## config.mk

```make
export PLATFORM = sky130hd
export DESIGN_NAME = calc_sequencer
export DESIGN_NICKNAME = d
export VERILOG_FILES = /design/src/rtl/calc_sequencer.sv
export SDC_FILE = /design/constraint.sdc
export NUM_CORES = 1
export LEC_CHECK = 0
export CAP_MARGIN = 0
export CELL_PAD_IN_SITES_DETAIL_PLACEMENT = 1
export CELL_PAD_IN_SITES_GLOBAL_PLACEMENT = 1
export CORE_MARGIN = 5
export CORE_UTILIZATION = 30
export CTS_CLUSTER_SIZE = 25
export DETAILED_ROUTE_END_ITERATION = 12
export HOLD_SLACK_MARGIN = 0.1
export PLACE_DENSITY = 0.62
export SETUP_SLACK_MARGIN = 0.2
export SKIP_CTS_REPAIR_TIMING = 1
export SLEW_MARGIN = 10
export SYNTH_ARGS = -nofsm -noshare
export SYNTH_HDL_FRONTEND = slang
export SYNTH_SLANG_ARGS = --single-unit
export TNS_END_PERCENT = 5
```

## constraint.sdc

```tcl
create_clock -name clk -period 3.32 [get_ports clk]
set_clock_uncertainty 0.05 [all_clocks]
set_input_delay 0.664 -clock clk [delete_from_list [all_inputs] [get_ports clk]]
set_output_delay 0.664 -clock clk [all_outputs]
set_load 0.02 [all_outputs]
```

## src/rtl/calc_sequencer.sv

```systemverilog
// Multi-cycle 4-bit ADD/SUB/MUL/DIV sequencer that time-shares an external
// 4-bit adder-subtractor (repeated addition for MUL, restoring subtraction for DIV).
module calc_sequencer (
  input  logic       clk,
  input  logic       reset_n,
  input  logic       start,
  input  logic [1:0] op,
  input  logic [3:0] a,
  input  logic [3:0] b,
  output logic [3:0] au_a,
  output logic [3:0] au_b,
  output logic       au_sign,
  input  logic [3:0] au_sum,
  input  logic       au_carry,
  output logic       busy,
  output logic       done,
  output logic [3:0] result,
  output logic [3:0] remainder,
  output logic       carry,
  output logic       err
);

  typedef enum logic [1:0] {IDLE, EXEC, DONE} state_t;

  localparam logic [1:0] OP_ADD = 2'b00;
  localparam logic [1:0] OP_SUB = 2'b01;
  localparam logic [1:0] OP_MUL = 2'b10;
  localparam logic [1:0] OP_DIV = 2'b11;

  state_t     r_state;
  state_t     w_next;
  logic [1:0] r_op;
  logic [3:0] r_a;
  logic [3:0] r_b;
  logic [3:0] r_acc;
  logic [3:0] r_cnt;
  logic [3:0] r_q;
  logic       r_ovf;
  logic [3:0] r_result;
  logic [3:0] r_remainder;
  logic       r_carry;
  logic       r_err;
  logic [3:0] w_au_a;
  logic [3:0] w_au_b;
  logic       w_au_sign;

  // r_acc is the MUL partial product or the DIV running remainder
  always_comb begin
    w_next    = r_state;
    w_au_a    = 4'd0;
    w_au_b    = 4'd0;
    w_au_sign = 1'b0;
    case (r_state)
      IDLE: begin
        if (start) w_next = EXEC;
      end
      EXEC: begin
        case (r_op)
          OP_ADD, OP_SUB: begin
            w_au_a    = r_a;
            w_au_b    = r_b;
            w_au_sign = r_op[0];
            w_next    = DONE;
          end
          OP_MUL: begin
            if (r_cnt != 4'd0) begin
              w_au_a = r_acc;
              w_au_b = r_a;
            end else begin
              w_next = DONE;
            end
          end
          default: begin
            if (r_b == 4'd0) begin
              w_next = DONE;
            end else begin
              w_au_a    = r_acc;
              w_au_b    = r_b;
              w_au_sign = 1'b1;
              if (!au_carry) w_next = DONE;
            end
          end
        endcase
      end
      DONE: w_next = IDLE;
      default: w_next = IDLE;
    endcase
  end

  always_ff @(posedge clk or negedge reset_n) begin
    if (!reset_n) begin
      r_state     <= IDLE;
      r_op        <= 2'd0;
      r_a         <= 4'd0;
      r_b         <= 4'd0;
      r_acc       <= 4'd0;
      r_cnt       <= 4'd0;
      r_q         <= 4'd0;
      r_ovf       <= 1'b0;
      r_result    <= 4'd0;
      r_remainder <= 4'd0;
      r_carry     <= 1'b0;
      r_err       <= 1'b0;
    end else begin
      r_state <= w_next;
      case (r_state)
        IDLE: begin
          if (start) begin
            r_op  <= op;
            r_a   <= a;
            r_b   <= b;
            r_acc <= (op == OP_DIV) ? a : 4'd0;
            r_cnt <= b;
            r_q   <= 4'd0;
            r_ovf <= 1'b0;
          end
        end
        EXEC: begin
          case (r_op)
            OP_ADD, OP_SUB: begin
              // In subtract mode the adder reports "no borrow"; flip it into a borrow flag
              r_result    <= au_sum;
              r_carry     <= au_carry ^ r_op[0];
              r_remainder <= 4'd0;
              r_err       <= 1'b0;
            end
            OP_MUL: begin
              if (r_cnt != 4'd0) begin
                r_acc <= au_sum;
                r_ovf <= r_ovf | au_carry;
                r_cnt <= r_cnt - 4'd1;
              end else begin
                r_result    <= r_acc;
                r_carry     <= r_ovf;
                r_remainder <= 4'd0;
                r_err       <= 1'b0;
              end
            end
            default: begin
              if (r_b == 4'd0) begin
                r_result    <= 4'd0;
                r_remainder <= r_a;
                r_carry     <= 1'b0;
                r_err       <= 1'b1;
              end else if (au_carry) begin
                r_acc <= au_sum;
                r_q   <= r_q + 4'd1;
              end else begin
                r_result    <= r_q;
                r_remainder <= r_acc;
                r_carry     <= 1'b0;
                r_err       <= 1'b0;
              end
            end
          endcase
        end
        default: ;
      endcase
    end
  end

  assign au_a      = w_au_a;
  assign au_b      = w_au_b;
  assign au_sign   = w_au_sign;
  assign busy      = (r_state == EXEC);
  assign done      = (r_state == DONE);
  assign result    = r_result;
  assign remainder = r_remainder;
  assign carry     = r_carry;
  assign err       = r_err;

endmodule

```

==> flow_metrics.env <==
export IMPL_yosysMostFrequentCell="nand2_1"
export IMPL_cts_sinks=35
export IMPL_synth_top_cells_by_count="nand2_1, dfrtp_1, a21oi_1, o21ai_0, nor2_1"
export IMPL_internal_power_uw=1270
export IMPL_ys_warn_count=0
export IMPL_syn_area_um2=1880
export IMPL_seq_area_frac_synth_pct=46.6
export IMPL_crit_type="reg -> out"
export IMPL_cts_tree="done"
export IMPL_yosysTopAreaCell="dfrtp_1"
export IMPL_diodes=0
export IMPL_vias=1710
export IMPL_grt_pass1_wl_um=9010
export IMPL_final_cell_count_no_fill=334
export IMPL_worstMarginPinSlew_ns=0.575
export IMPL_nNetsFinal=278
export IMPL_initial_core_util_pct=31.4
export IMPL_final_cell_area_um2=2460
export IMPL_io_buffer_count=38
export IMPL_p_comb_share_pct=51.7
export IMPL_worstSkewPairLatency_ns=0.29
export IMPL_p_clk_share_pct=15.1
export IMPL_io_pins=39
export IMPL_synth_net_count=238
export IMPL_fp_dieW_um=89.2
export IMPL_p_seq_share_pct=33.2
export IMPL_gp_congestion=0.821
export IMPL_syn_inst=218
export IMPL_max_freq_ghz=0.333
export IMPL_nFillCells=709
export IMPL_rows=28
export IMPL_vias_per_cell=5.12
export IMPL_slew_headroom_pct=61.3
export IMPL_period_share_pct=90.5
export IMPL_dp_cells=326
export IMPL_cp_slowest_cell="clkdlybuf4s50_1"
export IMPL_dr_pass1_iters=4
export IMPL_clockRootBuffer="clkbuf_8"
export IMPL_crit_arrival_ns=2.29
export IMPL_drv_slew=0
export IMPL_rsz0062_at_grt="true"
export IMPL_clkTransAtPathRegs_ns=0.07
export IMPL_drc=0
export IMPL_cp_end_kind="output pin"
export IMPL_drive_above_1_share_pct=8.88
export IMPL_fp_coreArea_um2=5990
export IMPL_grt_pass1_vias=1755
export IMPL_hold_violations=0
export IMPL_wl_um=5520
export IMPL_synthTopCellsByArea="dfrtp_1, nand2_1, a21oi_1, o21ai_0, a22oi_1"
export IMPL_max_cap_violations=0
export IMPL_critPathMaxStageDelay_ns=0.61
export IMPL_synth_cell_types=35
export IMPL_drt_antenna_violating_nets=0
export IMPL_grt_max_degree=36
export IMPL_cts_buffers=5
export IMPL_path_buf_inv=3
export IMPL_total_power_uw=2290
export IMPL_worstPathCellList="inv_1 > ha_1 > nor4b_2 > a211oi_1 > buf_4 > a22oi_1 > nor2_1 > clkdlybuf4s50_1"
export IMPL_total_leakage_power_uw=0.00108
export IMPL_synth_top_area_share_pct=46.6
export IMPL_antenna_found_initial=0
export IMPL_synth_area_per_cell_um2=8.63
export IMPL_switching_share_pct=44.5
export IMPL_async_flop_share_pct=100
export IMPL_setup_violations=0
export IMPL_fin_crit_ns=3.01
export IMPL_synth_edf_count=0
export IMPL_clock_path_buffers=2
export IMPL_path_max_fanout=5
export IMPL_htree_levels=2
export IMPL_fin_setup_tns_ns=0
export IMPL_track_usage_pct=15.0
export IMPL_synth_seq_cells=35
export IMPL_synth_ff_type="dfrtp_1"
export IMPL_switching_power_uw=1020
export IMPL_hpwl_um=4060
export IMPL_place_area_um2=2350
export IMPL_syn_to_final_growth_pct=30.9
export IMPL_die_h_um=89.2
export IMPL_hp_class="reg -> reg"
export IMPL_wl_per_cell_um=16.5
export IMPL_first_iter_violations=57
export IMPL_die_area_um2=7950
export IMPL_startpoint_type="register"
export IMPL_cp_top_family="buffers and inverters"
export IMPL_overflow=0
export IMPL_ir_worst_vdd_mv=0.357
export IMPL_p_per_area_nw_per_um2=931
export IMPL_outcome="completed"
export IMPL_critPathRequiredTime_ns=2.61
==> routing by layer <==
layer / vias up / GRT usage (%) / share of wire [%]
met5: - / 0 / 0
met4: 0 / 5.41 / 2.2
met3: 8 / 2.86 / 3.4
met2: 32 / 23.0 / 46
met1: 833 / 21.1 / 49
li1: 837 / - / -
==> sequential cells by signal (all words and copies together) (netlist names) <==
register and flops:
r_acc 4, r_b 4, carry 1, r_a 4
err 1, r_op 2, r_q 4, remainder 4
result 4, r_ovf 1, r_cnt 4, r_state 2
==> power by group through the flow <==
stage	Clock, uW	Combinational [uW]	Sequential, uW
floorplan	0	737	767
global placement	0	1190	761
detailed placement	0	1200	769
CTS	353	1200	760
global route	372	1320	792
finish	346	1190	761
==> final cells by class <==
class / instances / area, um^2 / share of cell area, %
flip-flops and latches: 35 / 876 / 35.6
inverters: 11 / 41.3 / 1.68
clock buffers: 8 / 100 / 4.07
well taps: 75 / 93.8 / 3.81
repair buffers: 46 / 443 / 18.0
multi-input cells: 159 / 908 / 36.9
==> worst reg2reg max path, cell delays in order (launching register included) <==
cell	delay, ns
dfrtp_1	0.40
nand2b_2	0.38
inv_1	0.11
buf_4	0.22
a22o_4	0.30
or3_1	0.31
a21oi_1	0.15
==> path summary, 6_finish.rpt <==
path / start / end / slack [ns] / cells past startpoint
worst max-delay path: r_cnt[0]$_DFFE_PN0P_ / au_a[2] / 0.31 / 8
worst min-delay path: remainder[2]$_DFFE_PN0P_ / remainder[2]$_DFFE_PN0P_ / 0.43 / 2
worst max register to register: r_state[1]$_DFFE_PN0P_ / r_q[2]$_DFFE_PN0P_ / 1.33 / 6
worst min register to register: remainder[2]$_DFFE_PN0P_ / remainder[2]$_DFFE_PN0P_ / 0.43 / 2
max in group asynchronous: reset_n / r_acc[3]$_DFFE_PN0P_ / 2.15 / 2
min in group asynchronous: reset_n / result[1]$_DFFE_PN0P_ / 0.74 / 2
==> placed cells by master, fill, tap and decap left out, types with 2 or more instances in the layout <==
cell type | synthesis | routed
mux2i_1 | 5 | 5
o31ai_1 | 4 | 4
inv_1 | 11 | 11
nor2_1 | 14 | 14
nand2b_1 | 2 | 2
a22oi_1 | 8 | 8
nor3b_1 | 2 | 2
nand2_1 | 55 | 55
dfrtp_1 | 35 | 35
a21oi_1 | 17 | 17
ha_1 | 2 | 2
clkdlybuf4s50_1 | 0 | 37
o221ai_1 | 5 | 5
clkbuf_8 | 0 | 7
o21ai_0 | 17 | 17
buf_4 | 1 | 8
nand3_1 | 6 | 6
or3_1 | 5 | 5
==> metrics by stage <==
step | setup slack, ns | hold WS, ns | utilization (%)
2_1_floorplan | 1.07 | 0.318 | -
3_3_place_gp | 0.588 | 0.411 | 39.3
3_5_place_dp | 0.564 | 0.417 | 39.3
4_1_cts | 0.251 | 0.433 | 41.0
5_1_grt | 0.125 | 0.456 | 41.1
6_report | 0.315 | 0.425 | 41.1
==> cell families after synthesis <==
group	count (synthesis)	synth area share [%]
and+or+nand+nor	91	21.9
adders and majority gates	2	1.33
AOI/OAI and AO/OA	61	22.1
muxes	5	2.66
buffers and inverters	24	5.46
DFF	35	46.6
(Power assumes the default switching activity.)
